### config.mk
export PLATFORM = sky130hd
export DESIGN_NAME = x_ser_tx
export DESIGN_NICKNAME = d
export VERILOG_FILES = /design/src/rtl/x_common_pkg.sv /design/src/rtl/x_ser_tx.sv
export SDC_FILE = /design/constraint.sdc
export NUM_CORES = 1
export LEC_CHECK = 0
export ABC_AREA = 0
export CAP_MARGIN = 20
export CORE_MARGIN = 3
export CORE_UTILIZATION = 54
export CTS_BUF_LIST = sky130_fd_sc_hd__clkbuf_4
export CTS_CLUSTER_SIZE = 10
export DETAILED_ROUTE_END_ITERATION = 10
export HOLD_SLACK_MARGIN = 0.02
export PLACE_DENSITY_LB_ADDON = 0.3
export SYNTH_ARGS = -nofsm -noshare
export SYNTH_HDL_FRONTEND = slang
export SYNTH_SLANG_ARGS = --single-unit
### constraint.sdc
create_clock -name clk -period 5.16 [get_ports clk]
set_input_delay 1.548 -clock clk [delete_from_list [all_inputs] [get_ports clk]]
set_output_delay 1.548 -clock clk [all_outputs]
set_load 0.02 [all_outputs]
### src/rtl/x_common_pkg.sv
`default_nettype none
// ============================================================================
//  Module      : x_common_pkg
//  Description : Shared types and helpers for the switch stream blocks:
//                serializer state encoding and a beat-offset helper usable
//                at any word/beat width.
//  Revision    : 1.0 - initial release
// ============================================================================
package x_common_pkg;

  // Serializer states; the 2-bit encoding leaves one illegal code
  typedef enum logic [1:0] {
    RST  = 2'd0,
    IDLE = 2'd1,
    SEND = 2'd2
  } x_ser_state_t;

  // Bit offset of beat idx inside an in_w-bit word cut into out_w-bit beats
  function automatic int unsigned x_beat_lsb(
    input int unsigned idx,
    input int unsigned in_w,
    input int unsigned out_w,
    input bit          msb_first
  );
    if (msb_first) begin
      return in_w - ((idx + 1) * out_w);
    end
    return idx * out_w;
  endfunction

endpackage
`default_nettype wire

### src/rtl/x_ser_tx.sv
`default_nettype none
// ============================================================================
//  Module      : x_ser_tx
//  Description : Width-down serializing transmitter. Takes one wide word per
//                slave handshake and emits len_s+1 narrow beats on the master
//                side with a last-beat marker. Back-to-back words are taken on
//                the final-beat handshake, so there is no bubble between words.
//                Build option X_SER_MSB_FIRST_EN selects MSB-first beat order
//                (default LSB-first).
//  Revision    : 1.0 - initial release
// ============================================================================
module x_ser_tx
  import x_common_pkg::*;
#(
  parameter  int IN_WIDTH  = 64,
  parameter  int OUT_WIDTH = 16,
  localparam int RATIO     = IN_WIDTH / OUT_WIDTH,
  localparam int CW        = $clog2(RATIO)
) (
  input  logic                 clk,
  input  logic                 rstn,
  input  logic                 vld_s,
  output logic                 rdy_s,
  input  logic [IN_WIDTH-1:0]  data_s,
  input  logic [CW-1:0]        len_s,
  output logic                 vld_m,
  input  logic                 rdy_m,
  output logic [OUT_WIDTH-1:0] data_m,
  output logic                 last_m
);

`ifdef X_SER_MSB_FIRST_EN
  localparam bit c_MSB_FIRST = 1'b1;
`else
  localparam bit c_MSB_FIRST = 1'b0;
`endif

  localparam int c_OFF_W = $clog2(IN_WIDTH);
  localparam int c_OFF0  = x_beat_lsb(0, IN_WIDTH, OUT_WIDTH, c_MSB_FIRST);

  x_ser_state_t         r_state;
  x_ser_state_t         w_state_nxt;
  logic [CW-1:0]        r_cnt;
  logic [CW-1:0]        w_cnt_nxt;
  logic [CW-1:0]        w_cnt_inc;
  logic                 r_last;
  logic                 w_last_nxt;
  logic                 w_load;
  logic                 w_adv;
  logic                 w_bad_state;
  logic [IN_WIDTH-1:0]  r_hold;
  logic [CW-1:0]        r_len;
  logic [OUT_WIDTH-1:0] r_data;
  logic [c_OFF_W-1:0]   w_off_nxt;

  assign w_cnt_inc   = r_cnt + CW'(1);
  assign w_off_nxt   = c_OFF_W'(x_beat_lsb(32'(w_cnt_inc), IN_WIDTH, OUT_WIDTH, c_MSB_FIRST));
  assign w_bad_state = !(r_state inside {RST, IDLE, SEND});
  assign data_m      = r_data;
  assign last_m      = r_last;

  // State register with control flags; reset clears handshake state asynchronously
  always_ff @(posedge clk or negedge rstn) begin
    if (!rstn) begin
      r_state <= RST;
      r_cnt   <= '0;
      r_last  <= 1'b0;
    end else begin
      r_state <= w_state_nxt;
      r_cnt   <= w_cnt_nxt;
      r_last  <= w_last_nxt;
    end
  end

  // Next-state logic: word load on acceptance, beat advance on non-final handshake
  always_comb begin
    w_state_nxt = r_state;
    w_cnt_nxt   = r_cnt;
    w_last_nxt  = r_last;
    w_load      = 1'b0;
    w_adv       = 1'b0;
    case (r_state)
      RST: begin
        w_state_nxt = IDLE;
      end
      IDLE: begin
        if (vld_s) begin
          w_state_nxt = SEND;
          w_cnt_nxt   = '0;
          w_last_nxt  = (len_s == '0);
          w_load      = 1'b1;
        end
      end
      SEND: begin
        if (rdy_m) begin
          if (r_last) begin
            // Final beat done: chain straight into the next word if one is offered
            if (vld_s) begin
              w_cnt_nxt  = '0;
              w_last_nxt = (len_s == '0);
              w_load     = 1'b1;
            end else begin
              w_state_nxt = IDLE;
              w_last_nxt  = 1'b0;
            end
          end else begin
            w_cnt_nxt  = w_cnt_inc;
            w_last_nxt = (w_cnt_inc == r_len);
            w_adv      = 1'b1;
          end
        end
      end
      default: begin
        w_state_nxt = x_ser_state_t'('x);
        w_cnt_nxt   = 'x;
        w_last_nxt  = 1'bx;
        w_load      = 1'bx;
        w_adv       = 1'bx;
      end
    endcase
  end

  // Datapath registers (no reset): holding word, length, and the beat on data_m
  always_ff @(posedge clk) begin
    if (w_bad_state) begin
      r_hold <= 'x;
      r_len  <= 'x;
      r_data <= 'x;
    end else if (w_load) begin
      r_hold <= data_s;
      r_len  <= len_s;
      r_data <= data_s[c_OFF0 +: OUT_WIDTH];
    end else if (w_adv) begin
      r_data <= r_hold[w_off_nxt +: OUT_WIDTH];
    end
  end

  // Outputs: vld_m follows SEND (so reset drops it at once); rdy_s opens on final-beat handshake
  always_comb begin
    vld_m = 1'b0;
    rdy_s = 1'b0;
    case (r_state)
      RST: begin
        vld_m = 1'b0;
        rdy_s = 1'b0;
      end
      IDLE: begin
        rdy_s = 1'b1;
      end
      SEND: begin
        vld_m = 1'b1;
        rdy_s = r_last & rdy_m;
      end
      default: begin
        vld_m = 1'bx;
        rdy_s = 1'bx;
      end
    endcase
  end

endmodule
`default_nettype wire
# Yosys cells after proc, flatten, opt, wreduce, memory -nomap -nowiden
# Index checks and enable logic that the tools add are counted.
[totals] ff_bits=87
[op_classes] n_bitwise=2 shift=1 add_sub_neg=1 n_mux=30 reduce_logical=7 n_eq_ne=9
[op_table] cell="two-way mux 64 bit" n=2
[op_table] cell="variable part select 64 x 7 -> 16 bit" n=1
[op_table] cell="two-way mux 16 bit" n=3
[op_table] cell="two-way mux 2 bit" n=9
[op_table] cell="inequality test 2 bit, second input constant" n=5
[op_table] cell="two-way mux 1 bit" n=9
[op_table] cell="case mux 1 bit (2 select lines)" n=3
[op_table] cell="case mux 1 bit (3 select lines)" n=2
[op_table] cell="case mux 2 bit (3 select lines)" n=1
[op_table] cell="zero test 2 bit" n=2
[op_table] cell="case mux 2 bit (2 select lines)" n=1
[op_table] cell="AND reduction 4 bit" n=1
[op_table] cell="inequality test 3 bit, second input constant" n=1
[op_table] cell="AND reduction 3 bit" n=1
[op_table] cell="nonzero test 3 bit" n=1
[op_table] cell="adder 2 x 1 -> 2 bit, second input constant" n=1
[op_table] cell="== test 2 x 1 -> 1 bit, second input constant" n=1
[op_table] cell="== test 2 bit" n=1
[op_table] cell="== test 2 bit, second input constant" n=1
[op_table] cell="AND reduction 2 bit" n=1
[op_table] cell="OR reduction 2 bit" n=1
[op_table] cell="bitwise AND 1 bit" n=1
[op_table] cell="inverter 1 bit" n=1

# Depth between registers and ports, before layout
# Gate-level depths: netlist of the first run.
[logic_depth] word_depth=6 depth_mapped=6 depth_no_buf=5

# Worst setup path before layout of the first run
# Ideal clock, no wire load.
[synth_timing] path_type="input -> output" startpoint="input port rdy_m" endpoint="output port rdy_s" arrival_ns=2.023 cell_stages=2 n_path_buf=0 path_slack_ns=1.589 required_time_ns=3.612 path_cell_list="a31oi_1 > nor2b_1"
[synth_between] elab_chain_cells=2
[synth_rtl] item="from (decl)" line="x_ser_tx.sv:27" text="input logic rdy_m,"
[synth_rtl] item="bitwise AND 1 bit" line="x_ser_tx.sv:152" text="rdy_s = r_last & rdy_m;"
[synth_rtl] item="case mux 1 bit (3 select lines)" line="x_ser_tx.sv:142" text="case (r_state)"
[synth_rtl] item="to (decl)" line="x_ser_tx.sv:23" text="output logic rdy_s,"
# Every way passes these cells.

# Worst setup path after layout of the first run
# Ends and elaborated chain as after synthesis.

==> results of run 1 <==
power by group:
part | total [µW] | switching [µW] | internal [µW]
Combinational | 875 | 431 | 444
Clock | 365 | 211 | 155
Sequential | 1260 | 116 | 1140
worst register-to-register path, cell delays in order, from the launching register on:
cell and delay, ps:
sky130_fd_sc_hd__dfrtp_1 430, sky130_fd_sc_hd__inv_1 120, sky130_fd_sc_hd__ha_1 350, sky130_fd_sc_hd__a31oi_1 210, sky130_fd_sc_hd__nor2_4 490, sky130_fd_sc_hd__or2_2 610
sky130_fd_sc_hd__buf_12 310
metal layers:
metal | share of wire | GRT usage
met5 | 0 | 0
met4 | 0.0084 | 0.0680
met3 | 0.051 | 0.0561
met2 | 0.52 | 0.294
met1 | 0.42 | 0.237
flip-flops by register name (all words and copies together) (netlist names):
register  cells
r_len         2
r_hold       64
r_state       2
last_m        1
data_m       16
r_cnt         2
synthesized netlist by cell type:
library cell	count
sky130_fd_sc_hd__dfrtp_1	5
sky130_fd_sc_hd__nand3b_1	1
sky130_fd_sc_hd__a41oi_1	1
sky130_fd_sc_hd__mux4_2	7
sky130_fd_sc_hd__mux4_1	9
sky130_fd_sc_hd__nor2_1	1
sky130_fd_sc_hd__or2_2	1
sky130_fd_sc_hd__edfxtp_1	82
sky130_fd_sc_hd__and2_1	1
sky130_fd_sc_hd__o2111ai_1	1
sky130_fd_sc_hd__o22a_2	1
sky130_fd_sc_hd__or3_1	1
sky130_fd_sc_hd__mux2_2	16
sky130_fd_sc_hd__inv_1	3
sky130_fd_sc_hd__nor4_1	1
sky130_fd_sc_hd__a21boi_0	1
sky130_fd_sc_hd__o211ai_1	1
sky130_fd_sc_hd__a31oi_1	2
sky130_fd_sc_hd__nor2b_1	2
sky130_fd_sc_hd__clkbuf_1	2
sky130_fd_sc_hd__mux2i_1	2
sky130_fd_sc_hd__nand2b_1	2
sky130_fd_sc_hd__nor4bb_1	2
sky130_fd_sc_hd__nand2_1	3
sky130_fd_sc_hd__buf_6	3
sky130_fd_sc_hd__mux2_1	1
sky130_fd_sc_hd__buf_4	1
sky130_fd_sc_hd__xnor2_1	1
sky130_fd_sc_hd__a21o_1	1
sky130_fd_sc_hd__nor2_4	1
sky130_fd_sc_hd__a211o_1	1
sky130_fd_sc_hd__o21bai_1	1
sky130_fd_sc_hd__ha_1	5
sky130_fd_sc_hd__nor4b_1	1
how the worst max path moves through the flow:
stage | start | endpoint | slack, ps | cells after the start
finish | rdy_m | rdy_s | 620 | 4
global route | rdy_m | rdy_s | 530 | 4
CTS | rdy_m | rdy_s | 620 | 4
detailed placement | rdy_m | rdy_s | 610 | 4
global placement | rdy_m | rdy_s | 660 | 4
floorplan | rdy_m | rdy_s | 1590 | 2
placed cells by master, fill, tap and decap left out, types with 3 or more instances in the layout:
cell type | Yosys | routed
sky130_fd_sc_hd__clkdlybuf4s50_1 | 0 | 88
sky130_fd_sc_hd__edfxtp_1 | 82 | 82
sky130_fd_sc_hd__mux2_2 | 16 | 16
sky130_fd_sc_hd__clkbuf_4 | 0 | 11
sky130_fd_sc_hd__mux4_1 | 9 | 9
sky130_fd_sc_hd__mux4_2 | 7 | 7
sky130_fd_sc_hd__ha_1 | 5 | 5
sky130_fd_sc_hd__dfrtp_1 | 5 | 5
sky130_fd_sc_hd__nand2_1 | 3 | 3
sky130_fd_sc_hd__inv_1 | 3 | 3
sky130_fd_sc_hd__clkinv_1 | 0 | 3
logic make-up after synthesis:
logic type,synth area share
AOI/OAI and AO/OA,0.0224
xor gates and xnor gates,0.00249
adders and majority gates,0.0178
buffers and inverters,0.0171
DFF,0.736
muxes,0.172
and+or+nand+nor,0.0320
metrics by stage:
step,cells,setup WS (ps),total power (µW),instance area [µm²],utilization
6_report,339,623,2500,4620,0.758
5_1_grt,339,533,2640,4620,0.758
4_1_cts,338,617,2520,4590,0.753
3_5_place_dp,322,615,2150,4460,0.732
3_3_place_gp,322,663,2120,4460,0.732
2_1_floorplan,164,1590,1810,3520,-
area by class of cell:
type	instances	area, µm²	area share
Clock inverter	5	48.8	0.0106
Multi-Input combinational cell	68	868	0.188
Timing Repair Buffer	90	928	0.201
Tap cell	75	93.8	0.0203
Sequential cell	87	2590	0.560
Clock buffer	11	82.6	0.0179
Inverter	3	11.3	0.00244
==> results.txt, run 1 <==
The run finished with clean final reports. Hold is met by 582 ps. The synthesized netlist occupies a cell area of 3520 µm². The number of distinct library cells after synthesis came out at 34.

The largest clock skew in the final design is 14.1 ps. The total of buffers placed on input and output ports is 88. Of the post-synthesis cell area, the dominant cell type holds 0.700.

The largest stage delay on the critical path came out at 540 ps. The number of sinks handled by clock tree synthesis is 87. The die span in x came out at 86.7 µm. For this run, the number of Yosys warnings is 0. The top fanout value on the critical path is 4. The pin count of the biggest net entering global routing is 43.

The biggest area contributor in the post-synthesis netlist is sky130_fd_sc_hd__edfxtp_1. The worst register-to-register path ends at r_hold[60]. During I/O placement, the number of pins put on the boundary was 89. The final setup violation count came out at 0. Dividing the detail-routed wire length by the instance count gives 18.7 µm. The clock tree from TritonCTS is built.

The depth of the worst register-to-register path came out at 6. The via count of the first global-routing pass was 1994. The startpoint identified for the worst hold timing path is r_state[1]. The worst setup path is captured at an output port. The number of antenna violations at the first check in global routing is 0. The largest individual stage delay along the critical path comes from the cell sky130_fd_sc_hd__clkdlybuf4s50_1.

The worst hold path terminates at r_state[1]. The worst setup path is of the input port to output port kind. The DRC marker count from the first detailed-route iteration is 92. The clock-pin slew reported for the worst setup and hold paths after clock tree synthesis came out at 120 ps.

The number of instances in the synthesized netlist came out at 164. In this run the static leakage power is 0.00157 µW. The critical path arrival is 2990 ps. 0 antenna diodes ended up in the layout.

The total detailed-routing wirelength is 6330 µm. The count of H-tree levels built during CTS came out at 3. The post-CTS repair timing setup buffer count came out at 0.

Grouping stages by cell kind, the critical path spends the most delay in buffers and inverters. In the global route stage, overall resource usage came out at 0.183. The critical path buffer and inverter count is 2. The first global-routing pass estimated 9980 µm of wire.

The class of the tightest hold or removal check is flip-flop to flip-flop. For the finished layout, the period the worst path requires is 4540 ps. The final weighted congestion in routability-driven placement came out at 0.874. Derived from the worst setup path, the maximum achievable clock frequency is 220 MHz. At the pin with the least slew margin, the transition time is 850 ps. The floorplan step set the die height to 86.7 µm. IR analysis of the VDD net gives a maximum drop of 0.528 mV. The number of endpoints with negative hold slack in the final report is 0. The depth of the worst hold-timing path is 1. The number of buffers added by the clock tree synthesis step is 9. The initial utilization of the core area, before any placement, comes to 0.577. The max-cap check violation count came out at 0.

Global routing finished with a remaining overflow of 0. The number of nets still failing antenna checks after routing is 0. The number of nets in the layout came out at 334.

Before antenna repair, the detailed router went through 4 iterations. Setup repair after global routing left no endpoint under its margin. The number of storage elements in the synthesis netlist came out at 87. The number of gates resized after CTS was 0.

The power per cell area came out at 541 nW/µm². The critical path goes through clkdlybuf4s50_1, a31oi_1, nor2b_1, clkdlybuf4s50_1. The worst slew slack as a fraction of its limit came out at 0.433. The number of filler instances in the final layout is 359. The max-slew violation count came out at 0. In the final layout, the share of cells above drive strength 1 is 0.155. The required arrival time at the worst endpoint came out at 3610 ps. By area the synthesized netlist is led by sky130_fd_sc_hd__edfxtp_1 70%, sky130_fd_sc_hd__mux4_1 6.7%, sky130_fd_sc_hd__mux2_2 5.1%, sky130_fd_sc_hd__mux4_2 4.5%, sky130_fd_sc_hd__dfrtp_1 3.6%. The standard-cell row count came out at 28. The startpoint identified for the worst register-to-register timing path is r_state[0]. The net count of the mapped netlist came out at 239. The worst setup path is launched from an input port. The cell that appears most often on the critical path is sky130_fd_sc_hd__clkdlybuf4s50_1. The detailed placer's ending HPWL came out at 4260 µm. The mean post-synth cell area is 21.4 µm². The region available for standard cell placement spans 6100 µm². The clock latency at the later pin of the worst-skew pair is 420 ps. The residual DRC count is 0. The final critical-path share of the clock period came out at 0.879. The via-per-instance ratio is 5.45. The register-to-register setup slack came out at 2300 ps.

The sequential-to-total area share from yosys stat is 0.736. The cell at the root of the clock tree is sky130_fd_sc_hd__clkbuf_4. The number of hold buffers added after cts came out at 0. The sum of negative setup slack is 0 ps. The number of vias in the routed layout is 1848.

Counting along the longest clock path gives a buffer depth of 2. The relative area change from synthesis to final layout came out at 31.4%. The die footprint is 7520 µm².
Note: power is estimated with default switching activity, not from simulation.
==> inputs of run 2 (changes only) <==
SKIP_CTS_REPAIR_TIMING = 1   (was not set)
==> results of run 2 <==
The final DEF is identical to that of run 1; final timing and power are the same.
==> inputs of run 3 (changes only) <==
CORE_UTILIZATION = 46   (was 54)
MAX_ROUTING_LAYER = met4   (was not set)
clock period = 3.7 ns   (was 5.16 ns; I/O delays follow)
==> results.txt, run 3 (synthesis gave the netlist of run 1 again) <==
The floorplan step set the die height to 93.4 µm. The post-layout utilization of the core came out at 0.641. The global route total overflow came out at 0. After detailed routing, the wire length on met1 is 2590 µm. In the final layout, the multi-input gates occupy 868 µm².

The number of iterations in the first detailed-routing pass came out at 4. The worst slew slack as a fraction of its limit is 0.383. The floorplan step defined a die boundary enclosing 8730 µm². The switching part of the total came out at 0.299. The critical path arrival came out at 2130 ps.

Based on the critical path, the design can be clocked at up to 309 MHz. The cell total after placement came out at 351. The largest clock skew in the final design is 9.69 ps. The max-cap check violation count is 0.

Leaving out fill and tap cells, the most frequent cell in the layout is sky130_fd_sc_hd__clkdlybuf4s50_1. The combinational power share is 0.344. CTS saw 87 sinks.

The global routing usage summed across all routing layers came out at 0.169. More flip-flops sit in one register than any other, and that register is r_hold. The top cell types in the final layout, fill and taps aside, are 87 x sky130_fd_sc_hd__clkdlybuf4s50_1, 82 x sky130_fd_sc_hd__edfxtp_1, 16 x sky130_fd_sc_hd__mux2_2. Counting cells, the worst reg-to-reg path comes to 7. The count of H-tree levels built during CTS came out at 3. Of the available clock period, the critical path in the final layout requires 0.875. TritonCTS built the clock tree. The sequential standard cell area came out at 2590 µm². The final weighted congestion in routability-driven placement came out at 0.753.

Of the total power, the clock network draws 0.165. The cell at the root of the clock tree is sky130_fd_sc_hd__clkbuf_4. The post-route minimum period is 3240 ps. Of all nets on the critical path, the largest fanout is 4. The die is 93.4 µm wide.

After filler insertion, the fill cell instance count of the layout stands at 522. The depth of the worst hold-timing path came out at 1. The number of flip-flops under the largest register name is 64. The minimum hold slack is 595 ps.

The number of antenna violations at the first check in global routing came to 0. The initial utilization of the core area, before any placement, comes to 0.480. The first global-routing pass estimated 10500 µm of wire. The actual transition at the worst max-transition pin is 925 ps. The worst setup slack after layout came out at 463 ps.

The power per cell area came out at 766 nW/µm². The number of nets still failing antenna checks after routing is 0. From synthesis to final layout, the design area changed by 33.6%. The total leakage power came out at 0.00162 µW. The clock latency at the later pin of the worst-skew pair is 410 ps. The number of nets in the layout came out at 338. The total detailed-routing wirelength is 6560 µm.

The number of endpoints with negative hold slack in the final report is 0. The maximum resistive drop on vdd is 0.361 mV. The worst setup path is launched from an input port. Clock tree synthesis inserted a total of 9 buffers.

The clock-pin slew reported for the worst setup and hold paths after clock tree synthesis is 130 ps. The top routing layer in use is met4. The antenna diode count came out at 0.

The number of vias in the routed layout came out at 1889. Setup repair after global routing left no endpoint under its margin. Once layout is complete, the cells apart from fillers number 367. The longest clock path from root to sink contains 2 buffers. Dividing the detail-routed wire length by the instance count gives 17.9 µm.

Using the TritonRoute via totals, the vias-per-cell ratio works out to 5.15. The floorplan has 31 rows. The via count of the first global-routing pass came out at 2066. The final setup violation count is 0. The routed length on met2 is 3640 µm.

The max-slew violation count is 0. Of the cells placed in the final design, the portion with a size suffix greater than 1 is 0.179. The sum of negative setup slack is 0 ps. In this run the count of I/O pins placed on the die edge is 89. The DRC marker count from the first detailed-route iteration is 81. After detailed routing, the met3 layer carries 244 µm of wire.

The total of buffers placed on input and output ports came out at 88. The detailed placer's ending HPWL came out at 4680 µm. The net switching power of the design is 1070 µW.

The setup path with the least slack is of type input port to output port. The worst setup path is captured at an output port. The proportion of power drawn by flip-flops and latches came out at 0.491. The internal portion of the total power is 2520 µW. The pin count of the biggest net entering global routing is 35. The residual DRC count came out at 0. The path class of the tightest hold or removal check is flip-flop to flip-flop. The placeable core area came out at 7330 µm². The worst slack after detailed placement is 75.5 ps. The run finished with clean final reports. Data on the critical path is required at its endpoint by 2590 ps.
==> run 3: cell type report <==
class                      instances  area share
sequential                        87       0.551
timing repair buffer              94       0.200
multi-input combinational         68       0.185
tap                               99      0.0264
clock buffer                      11      0.0176
clock inverter                     5      0.0176
inverter                           3     0.00240
==> run 3: routing by layer <==
| metal | global-route usage | up-vias |
|---|---|---|
| li1 | - | 879 |
| met1 | 0.195 | 957 |
| met2 | 0.289 | 44 |
| met3 | 0.0354 | 9 |
| met4 | 0.0659 | 0 |
| met5 | - | - |
==> run 3: final timing paths <==
kind | end | from | slack (ps)
worst max-delay path | rdy_s | rdy_m | 460
worst min-delay path | r_state[1] | r_state[1] | 600
worst max register to register | r_hold[62] | r_state[0] | 1340
worst min register to register | r_state[1] | r_state[1] | 600
max in group asynchronous | r_cnt[1] | rstn | 2570
min in group asynchronous | r_state[0] | rstn | 920
==> run 3: through the flow <==
| stage | cell area, µm² | power [µW] |
|---|---|---|
| 3_3_place_gp | 4530 | 3000 |
| 3_5_place_dp | 4530 | 3050 |
| 4_1_cts | 4690 | 3650 |
| 2_1_floorplan | 3520 | 2520 |
| 6_report | 4700 | 3600 |
| 5_1_grt | 4700 | 3800 |
==> run 3: power by group through the flow <==
| stage | clock [µW] | combinational [µW] | sequential, µW |
|---|---|---|---|
| final | 594 | 1240 | 1770 |
| after CTS | 613 | 1260 | 1770 |
| after global routing | 650 | 1340 | 1810 |
| after floorplan | 0 | 694 | 1830 |
| after global placement | 0 | 1220 | 1780 |
| after detailed placement | 0 | 1250 | 1800 |
==> run 3: worst max-delay path, stage by stage <==
cell and delay, ps:
sky130_fd_sc_hd__clkdlybuf4s50_1 520, sky130_fd_sc_hd__a31oi_1 130, sky130_fd_sc_hd__nor2b_1 140, sky130_fd_sc_hd__dlymetal6s2s_1 230
